$ cat config.mk
export PLATFORM = sky130hd
export DESIGN_NAME = bar_peak_hold
export DESIGN_NICKNAME = d
export VERILOG_FILES = /design/src/rtl/bar_peak_hold.sv
export SDC_FILE = /design/constraint.sdc
export NUM_CORES = 1
export LEC_CHECK = 0
export ABC_AREA = 1
export BUFFER_PORTS_ARGS = -buffer_cell sky130_fd_sc_hd__buf_2
export CORE_ASPECT_RATIO = 0.75
export CORE_MARGIN = 10
export CORE_UTILIZATION = 63
export DETAILED_ROUTE_END_ITERATION = 12
export PLACE_DENSITY_LB_ADDON = 0.25
export SLEW_MARGIN = 5
export SYNTH_ARGS = -nofsm -noshare
export SYNTH_HDL_FRONTEND = slang
export SYNTH_SLANG_ARGS = --single-unit
$ cat constraint.sdc
create_clock -name Clock -period 5.56 [get_ports Clock]
set_input_delay 1.112 -clock Clock [delete_from_list [all_inputs] [get_ports Clock]]
set_output_delay 1.112 -clock Clock [all_outputs]
set_load 0.1 [all_outputs]
$ cat src/rtl/bar_peak_hold.sv
// Per-column level decay and peak-hold stage with an internal state array cleared by a post-reset sweep.
// Optional feature macro: BAR_PEAK_HOLD_PEAK_EN enables peak/hold storage; undefined ties OutPeak to 0.
module bar_peak_hold #(
    parameter int NCOL        = 64,
    parameter int DECAY       = 2,
    parameter int HOLD_FRAMES = 30
) (
    input  logic       Clock,
    input  logic       Reset_n,
    input  logic       FrameStart,
    input  logic       Valid,
    input  logic       Thru,
    input  logic [6:0] InBar,
    output logic [6:0] OutBar,
    output logic [6:0] OutPeak,
    output logic [6:0] OutCol,
    output logic       OutValid,
    output logic       Busy,
    output logic       Overrun
);

    localparam int              AW        = $clog2(NCOL);
    localparam logic [AW-1:0]   LAST_ADDR = AW'(NCOL - 1);
    localparam logic [7:0]      NCOL_W    = 8'(NCOL);
    localparam logic [7:0]      DECAY_W   = 8'(DECAY);
    localparam logic [0:0]      ST_INIT   = 1'b0;
    localparam logic [0:0]      ST_RUN    = 1'b1;
`ifdef BAR_PEAK_HOLD_PEAK_EN
    localparam logic [5:0]      HOLD_W    = 6'(HOLD_FRAMES);
    localparam int              EW        = 20;
`else
    localparam int              EW        = 7;
`endif

    function automatic logic [6:0] sat_sub7(input logic [6:0] a, input logic [7:0] b);
        if ({1'b0, a} >= b) begin
            sat_sub7 = 7'({1'b0, a} - b);
        end else begin
            sat_sub7 = 7'd0;
        end
    endfunction

    function automatic logic [6:0] max7(input logic [6:0] a, input logic [6:0] b);
        if (a >= b) begin
            max7 = a;
        end else begin
            max7 = b;
        end
    endfunction

    logic [0:0]    fsm_r;
    logic [AW-1:0] init_addr_r;
    logic          fs_d_r;
    logic [7:0]    col_r;
    logic          overrun_r;
    logic          s1_vld_r;
    logic [6:0]    s1_col_r;
    logic [6:0]    s1_bar_r;
    logic          s1_thru_r;
    logic [EW-1:0] rd_data_r;
    logic [EW-1:0] mem_r [NCOL];
    logic          out_valid_r;
    logic [6:0]    out_bar_r;
    logic [6:0]    out_col_r;

    logic          fs_edge_s;
    logic          run_s;
    logic          accept_s;
    logic          drop_s;
    logic [7:0]    col_eff_s;
    logic [7:0]    col_nxt_s;
    logic          overrun_nxt_s;
    logic          wr_en_s;
    logic [AW-1:0] wr_addr_s;
    logic [AW-1:0] rd_addr_s;
    logic [EW-1:0] wr_data_s;
    logic [6:0]    new_level_s;
    logic [6:0]    dec_level_s;
`ifdef BAR_PEAK_HOLD_PEAK_EN
    logic [6:0]    new_peak_s;
    logic [5:0]    new_hold_s;
    logic [6:0]    cur_peak_s;
    logic [5:0]    cur_hold_s;
    logic [6:0]    out_peak_r;
`endif

    // Column acceptance: a FrameStart edge clears the counter before this cycle's Valid is judged.
    always_comb begin
        fs_edge_s = FrameStart & ~fs_d_r;
        run_s     = (fsm_r == ST_RUN);
        if (fs_edge_s) begin
            col_eff_s = 8'd0;
        end else begin
            col_eff_s = col_r;
        end
        accept_s = run_s & Valid & (col_eff_s < NCOL_W);
        drop_s   = run_s & Valid & ~(col_eff_s < NCOL_W);
        rd_addr_s = AW'(col_eff_s);
        if (accept_s) begin
            col_nxt_s = col_eff_s + 8'd1;
        end else begin
            col_nxt_s = col_eff_s;
        end
        if (fs_edge_s) begin
            overrun_nxt_s = 1'b0;
        end else if (drop_s) begin
            overrun_nxt_s = 1'b1;
        end else begin
            overrun_nxt_s = overrun_r;
        end
    end

    // Level and peak update for the column read in the previous cycle.
    always_comb begin
        dec_level_s = max7(s1_bar_r, sat_sub7(rd_data_r[6:0], DECAY_W));
        if (s1_thru_r) begin
            new_level_s = s1_bar_r;
        end else begin
            new_level_s = dec_level_s;
        end
`ifdef BAR_PEAK_HOLD_PEAK_EN
        cur_peak_s = rd_data_r[13:7];
        cur_hold_s = rd_data_r[19:14];
        if (s1_thru_r) begin
            new_peak_s = s1_bar_r;
            new_hold_s = 6'd0;
        end else if (s1_bar_r >= cur_peak_s) begin
            new_peak_s = s1_bar_r;
            new_hold_s = HOLD_W;
        end else if (cur_hold_s != 6'd0) begin
            new_peak_s = cur_peak_s;
            new_hold_s = cur_hold_s - 6'd1;
        end else begin
            new_peak_s = max7(sat_sub7(cur_peak_s, 8'd1), dec_level_s);
            new_hold_s = 6'd0;
        end
`endif
    end

    // Single write port: zeros during the init sweep, computed entry otherwise.
    always_comb begin
        if (fsm_r == ST_INIT) begin
            wr_en_s   = 1'b1;
            wr_addr_s = init_addr_r;
            wr_data_s = {EW{1'b0}};
        end else begin
            wr_en_s   = s1_vld_r;
            wr_addr_s = AW'(s1_col_r);
`ifdef BAR_PEAK_HOLD_PEAK_EN
            wr_data_s = {new_hold_s, new_peak_s, new_level_s};
`else
            wr_data_s = new_level_s;
`endif
        end
    end

    // State array; a same-cycle write to the read address is forwarded to keep the read coherent.
    always_ff @(posedge Clock) begin
        if (wr_en_s) begin
            mem_r[wr_addr_s] <= wr_data_s;
        end
        if (accept_s) begin
            if (wr_en_s && (wr_addr_s == rd_addr_s)) begin
                rd_data_r <= wr_data_s;
            end else begin
                rd_data_r <= mem_r[rd_addr_s];
            end
        end
    end

    // Control: init sweep, column counter, overrun flag and stage-1 capture.
    always_ff @(posedge Clock or negedge Reset_n) begin
        if (!Reset_n) begin
            fsm_r       <= ST_INIT;
            init_addr_r <= {AW{1'b0}};
            fs_d_r      <= 1'b0;
            col_r       <= 8'd0;
            overrun_r   <= 1'b0;
            s1_vld_r    <= 1'b0;
            s1_col_r    <= 7'd0;
            s1_bar_r    <= 7'd0;
            s1_thru_r   <= 1'b0;
        end else begin
            fs_d_r   <= FrameStart;
            s1_vld_r <= accept_s;
            if (accept_s) begin
                s1_col_r  <= col_eff_s[6:0];
                s1_bar_r  <= InBar;
                s1_thru_r <= Thru;
            end
            case (fsm_r)
                ST_INIT: begin
                    if (init_addr_r == LAST_ADDR) begin
                        init_addr_r <= {AW{1'b0}};
                        fsm_r       <= ST_RUN;
                    end else begin
                        init_addr_r <= init_addr_r + AW'(1);
                    end
                end
                ST_RUN: begin
                    col_r     <= col_nxt_s;
                    overrun_r <= overrun_nxt_s;
                end
                default: begin
                    fsm_r       <= ST_INIT;
                    init_addr_r <= {AW{1'b0}};
                end
            endcase
        end
    end

    // Output register stage.
    always_ff @(posedge Clock or negedge Reset_n) begin
        if (!Reset_n) begin
            out_valid_r <= 1'b0;
            out_bar_r   <= 7'd0;
            out_col_r   <= 7'd0;
`ifdef BAR_PEAK_HOLD_PEAK_EN
            out_peak_r  <= 7'd0;
`endif
        end else begin
            out_valid_r <= s1_vld_r;
            if (s1_vld_r) begin
                out_bar_r  <= new_level_s;
                out_col_r  <= s1_col_r;
`ifdef BAR_PEAK_HOLD_PEAK_EN
                out_peak_r <= new_peak_s;
`endif
            end
        end
    end

    assign OutBar   = out_bar_r;
    assign OutCol   = out_col_r;
    assign OutValid = out_valid_r;
    assign Overrun  = overrun_r;
    assign Busy     = (fsm_r == ST_INIT) | s1_vld_r | out_valid_r;
`ifdef BAR_PEAK_HOLD_PEAK_EN
    assign OutPeak  = out_peak_r;
`else
    assign OutPeak  = 7'd0;
`endif

endmodule

* Yosys cells after proc, flatten, opt, wreduce, memory -nomap -nowiden
Memory sizes are Yosys's and may differ from the RTL's. A register that Yosys moved wholly into a read port is not among the register bits. Cells that the tools add are included.
Word-level totals: flip-flop bits (word level) 48, memories 1, word-level logic and storage cells 46, RAM bits 448, bits of input ports 12
Memories:
- mem_r | depth 64, width 7, rd ports 1, clocked after Yosys merged registers in 1, wr ports 1, line 61 | logic [EW-1:0] mem_r [NCOL];
Operators by class: multiplexer cells 15, add/subtract/negate cells 3, bitwise gates (word level) 9, reductions and logical operators 2, magnitude comparators 3, equal/unequal tests 1
Operators by type and width (number):
- $mux 7 | 4
- $mux 8 | 2
- $mux 6 | 2
- $add 8x1->8 const B | 1
- $lt 8x7->1 const B | 1
- $ge 7x2->1 const B | 1
- $ge 7x7->1 | 1
- $mux 1 | 7
- $sub 7x2->7 const B | 1
- $add 6x1->6 const B | 1
- $eq 6x6->1 const B | 1
- $and 1x1->1 | 4
- $not 1->1 | 3
- $or 1x1->1 | 2
- $reduce_and 2->1 | 1
- $reduce_bool 2->1 | 1

* Longest topological paths before layout
depth after elaboration 8, gate-level depth with buffers 19

* Worst setup path after synthesis
No wires, ideal clock.
kind reg2reg, from reg rd_data_r[1] (read register of mem_r), to mem mem_r[0][3], data pin, stages on the path, launching flop included 16, arrival 3.911 ns, period minus slack after synthesis 4.466 ns, library setup time 0.554 ns, path slack 1.094 ns, cell sequence edfxtp_1 inv_1 ha_1 nand2_1 nor3_1 nand2_1 nand2_1 ha_1 a21oi_1 o21ai_1 nand2_1 nand3_1 buf_2 o21ai_0 nand2_1 a21oi_1
Between the ends: longest elaborated chain between the ends 6, elaborated cells on any way between the ends 7, classes of those cells 1 x add/sub; 2 x order compare; 4 x mux
Ends and longest elaborated chain:
- start: declaration | line 60 | logic [EW-1:0] rd_data_r;
- $sub 7x2->7 / $ge 7x2->1 (equally long branches) | line 37, 36
- $mux 7 * | line 36 | if ({1'b0, a} >= b) begin
- $ge 7x7->1 | line 44 | if (a >= b) begin
- $mux 7 * | line 44
- $mux 7 * | line 116 | if (s1_thru_r) begin
- $mux 7 * | line 142 | if (fsm_r == ST_INIT) begin
- named net wr_data_s[3] | line 76 | logic [EW-1:0] wr_data_s;
- end: declaration | line 61
The timed path passes the listed nets; every way through them passes the cells marked *.

==> PnR_summary.wiki <==
{| class="wikitable"
! Metric !! Value
|-
| Post-detailed-routing wire length || 57740 µm
|-
| Routed length per instance || approximately 22 µm
|-
| Last weighted congestion value of the routability-driven placer || 0.8770
|-
| Storage cell area || 14870 µm²
|-
| Antenna cells || 0
|-
| Buffers inserted by post-CTS timing repair || 0
|-
| Floorplan die area || 44470 µm²
|-
| Post-Synthesis Mean Instance Area || ~10 µm²
|-
| Core Area || 35880 µm²
|-
| Wire length of the first global-routing pass || 89220 µm
|-
| Max-cap check violation count || 0
|-
| Total count of max-transition violations in the final report || 0
|-
| Most frequent cell on the critical path || sky130_fd_sc_hd__nand2_1
|-
| Share of async-settable or async-resettable flops after synthesis || 9.543%
|-
| Ratio of routed vias to standard cells || between 6 and 7
|-
| Run status || finished, final reports clean
|-
| Max Fanout on Critical Path || 26
|-
| Required time of the critical path || 6.00 ns
|-
| Startpoint-to-endpoint class of the critical path || reg2reg
|-
| Port bufs || 28
|-
| Count of cells resized by post-cts repair || 0
|-
| Hold Path Stages || 2
|-
| Hold Slack || 0.4872 ns
|-
| Dominant register cell in the synthesized netlist || sky130_fd_sc_hd__edfxtp_1
|-
| Top post-synthesis cells by count || sky130_fd_sc_hd__nand3_1, sky130_fd_sc_hd__edfxtp_1, sky130_fd_sc_hd__nand2_1, sky130_fd_sc_hd__inv_1, sky130_fd_sc_hd__nand3b_1
|-
| Crit share post-route || 77.59%
|-
| Setup violation total in the final timing report || 0
|-
| DRC || 0
|-
| DIE HEIGHT || 185.1 µm
|-
| Remaining global-route overflow || 0
|-
| Biggest area contributors in the synthesized netlist || sky130_fd_sc_hd__edfxtp_1, sky130_fd_sc_hd__nand3_1, sky130_fd_sc_hd__nand2_1
|-
| Initial core utilization || 63.84%
|-
| Max IR drop VDD || 0.0002760 V
|-
| Maximum level of the CTS H-tree || 2
|-
| Hold violation count in the final report || 0
|-
| Cell chosen for the clock root || sky130_fd_sc_hd__clkbuf_16
|-
| R2r setup slk || about 1.2 ns
|-
| Post-synthesis instance area || 22910 µm²
|-
| TritonCTS clock tree || built
|-
| Clock buffer count from CTS || 49
|-
| Multi-input combinational cell area || 6325 µm²
|-
| Pre-CTS setup slack || 1.353 ns
|-
| Total Neg Setup Slack || 0 ns
|-
| Transition time at the pin with the least slew margin || around 1.2 ns
|-
| Number of placement rows || 60
|-
| Arrival time at the worst endpoint || approximately 4.8 ns
|-
| Count leader, synth || sky130_fd_sc_hd__nand3_1
|-
| Count of mapped cells out of synthesis || ~2200
|-
| DP HPWL || 34770 µm
|-
| Relative area change from synthesis to final layout || 8.711%
|-
| Kind of capture point of the worst setup path || register
|-
| Number of distinct standard cells referenced by the synthesized netlist || 45
|-
| Cell-by-cell listing of the critical path || inv_1 > ha_1 > nand2_1 > nor3_1 > nand2_1 > nand2_1 > ha_1 > a21oi_1 > o21a_1 > nand3_1 > o21ai_0 > nand2_1 > a21oi_4 > buf_4 > nand2_1 > nand2_1
|-
| Total power density per cell area || 298.5 nW/µm²
|-
| Library cell with the largest summed area after synthesis || sky130_fd_sc_hd__edfxtp_1
|-
| Setup ws final || 1.246 ns
|-
| FILL cells || 2597
|-
| CP max stage cell || sky130_fd_sc_hd__a21oi_4
|-
| Depth of the most critical reg-to-reg path || 16
|-
| Minimum clock period || 4.314 ns
|-
| Number of antenna violations at the first check in global routing || 0
|-
| Final Util || 69.40%
|-
| Total global-route track usage || 26.17%
|-
| Iteration-0 DRC Markers || 2418
|-
| Path class of the lowest-slack min-delay path || reg2reg
|-
| Total I/O pin count || 36
|-
| DRT antenna net count || 0
|-
| Worst-case headroom to the max-slew limit || 19.20%
|-
| Clock Sink Count || about 500
|-
| Total number of vias || roughly 16000
|-
| Fraction of the yosys area taken by sequential cells || 64.88%
|-
| Largest net degree at the start of global routing || 95
|-
| Unrepaired setup endpoints after global routing || no
|-
| Number of detailed-routing iterations run before antenna repair || 6
|-
| Critical Path Source Type || register
|-
| Leakage power summed over all cells || 10.07 nW
|-
| Share of post-route cells with drive strength above 1 || 7.340%
|-
| Clock buffer depth || 3
|-
| Synth warn || 0
|-
| Number of buffers inserted by hold repair at cts || 0
|-
| Vias in the first global route || between 15000 and 20000
|-
| Flops & latches, synth || 503
|-
| Width of the die || 240.2 µm
|-
| Post-synth EDFFs || 455
|-
| Clock transition at the register clock pins on the worst setup and hold paths after CTS || around 0.060 ns
|-
| Largest stage delay, worst path || 0.72 ns
|-
| Share of the synthesized area in the top cell type || 59.64%
|-
| Highest Clock Rate || 0.2318 GHz
|-
| Final setup skew || 0.01391 ns
|-
| Layout Nets || 2191
|-
| Clk Latency, worst-skew pair || 0.58 ns
|}
[routing by layer]
| layer | part of all wire [%] | GRT usage, % |
|---|---|---|
| met3 | 12 | 5.391 |
| met5 | 0 | 0 |
| met2 | 44 | 38.98 |
| met4 | 2.9 | 8.232 |
| met1 | 41 | 38.04 |
[area by class of cell]
cell class	instances	share of cell area (%)
clock buffer	58	5.230
clock inverter	31	0.8440
inverter	320	4.848
multi-input combinational	1236	25.40
sequential	503	59.70
tap	465	2.336
timing repair buffer	59	1.648
[kinds of logic after synthesis]
| kind of cell | Yosys count | synth area share (%) |
|---|---|---|
| buffers and inverters | 452 | 8.187 |
| flip-flops | 503 | 64.88 |
| AO/OA/AOI/OAI | 53 | 1.464 |
| AND/OR/NAND/NOR | 1151 | 24.24 |
| XOR/XNOR | 10 | 0.4151 |
| other | 1 | 0.01637 |
| adder cells (fa/ha/maj) | 10 | 0.5461 |
| multiplexers | 5 | 0.2457 |
[critical path: cells and delay by family, from the launching register on]
family | cells | cell delay [ns]
simple gates | 8 | 1.39
compound gates | 4 | 1.30
buf+inv | 2 | 0.60
fa+ha+maj | 2 | 0.50
flops | 1 | 0.38
[registers in the layout, summed over array words and instances, names as in the netlist]
name,flops
s1_bar_r,7
s1_thru_r,1
fsm_r,1
s1_col_r,7
col_r,8
rd_data_r,7
OutCol,7
OutBar,7
fs_d_r,1
Overrun,1
mem_r,448
OutValid,1
s1_vld_r,1
init_addr_r,6
[cells in the final DEF (no fill, tap or decap), types with 3 or more instances in the layout]
cell,netlist,final
sky130_fd_sc_hd__conb_1,1,7
sky130_fd_sc_hd__ha_1,10,10
sky130_fd_sc_hd__a31oi_1,6,6
sky130_fd_sc_hd__clkbuf_1,25,7
sky130_fd_sc_hd__xor2_1,8,8
sky130_fd_sc_hd__clkinv_2,0,6
sky130_fd_sc_hd__buf_12,0,3
sky130_fd_sc_hd__a21oi_4,1,7
sky130_fd_sc_hd__clkbuf_16,0,51
sky130_fd_sc_hd__inv_1,312,311
sky130_fd_sc_hd__mux2_2,5,5
sky130_fd_sc_hd__a21oi_1,15,9
sky130_fd_sc_hd__dfrtp_1,48,47
sky130_fd_sc_hd__buf_4,10,28
sky130_fd_sc_hd__inv_2,4,4
sky130_fd_sc_hd__nand3b_1,141,141
sky130_fd_sc_hd__edfxtp_1,455,455
sky130_fd_sc_hd__buf_2,85,28
sky130_fd_sc_hd__nand4_1,9,9
sky130_fd_sc_hd__o21ai_0,19,19
sky130_fd_sc_hd__clkinv_1,2,23
sky130_fd_sc_hd__bufinv_16,0,3
sky130_fd_sc_hd__nor4_2,0,7
sky130_fd_sc_hd__nand3_1,477,477
sky130_fd_sc_hd__nand2_1,414,414
sky130_fd_sc_hd__nor2_1,89,88
[through the flow]
| stage | std cells | total power [mW] | instance area (µm²) |
|---|---|---|---|
| floorplan | 2191 | 4.277 | 22930 |
| global placement | 2583 | 4.317 | 23390 |
| detailed placement | 2583 | 4.320 | 23390 |
| CTS | 2672 | 7.445 | 24910 |
| global route | 2672 | 7.618 | 24910 |
| finish | 2672 | 7.434 | 24910 |
[report_power, final]
| group | internal (mW) | total [mW] | switching [mW] |
|---|---|---|---|
| logic | 0.0472 | 0.178 | 0.131 |
| registers | 4.06 | 4.06 | 0.000237 |
| clock network | 1.80 | 3.19 | 1.39 |
[path summary, 6_finish.rpt]
kind	endpoint	startpoint
max	rd_data_r[6]$_DFFE_PP_	rd_data_r[1]$_DFFE_PP_
min	col_r[7]$_DFFE_PN0P_	col_r[7]$_DFFE_PN0P_
max reg2reg	rd_data_r[6]$_DFFE_PP_	rd_data_r[1]$_DFFE_PP_
min reg2reg	col_r[7]$_DFFE_PN0P_	col_r[7]$_DFFE_PN0P_
max in group asynchronous	col_r[0]$_DFFE_PN0P_	Reset_n
min in group asynchronous	s1_col_r[6]$_DFFE_PN0P_	Reset_n
(Power assumes the default switching activity.)
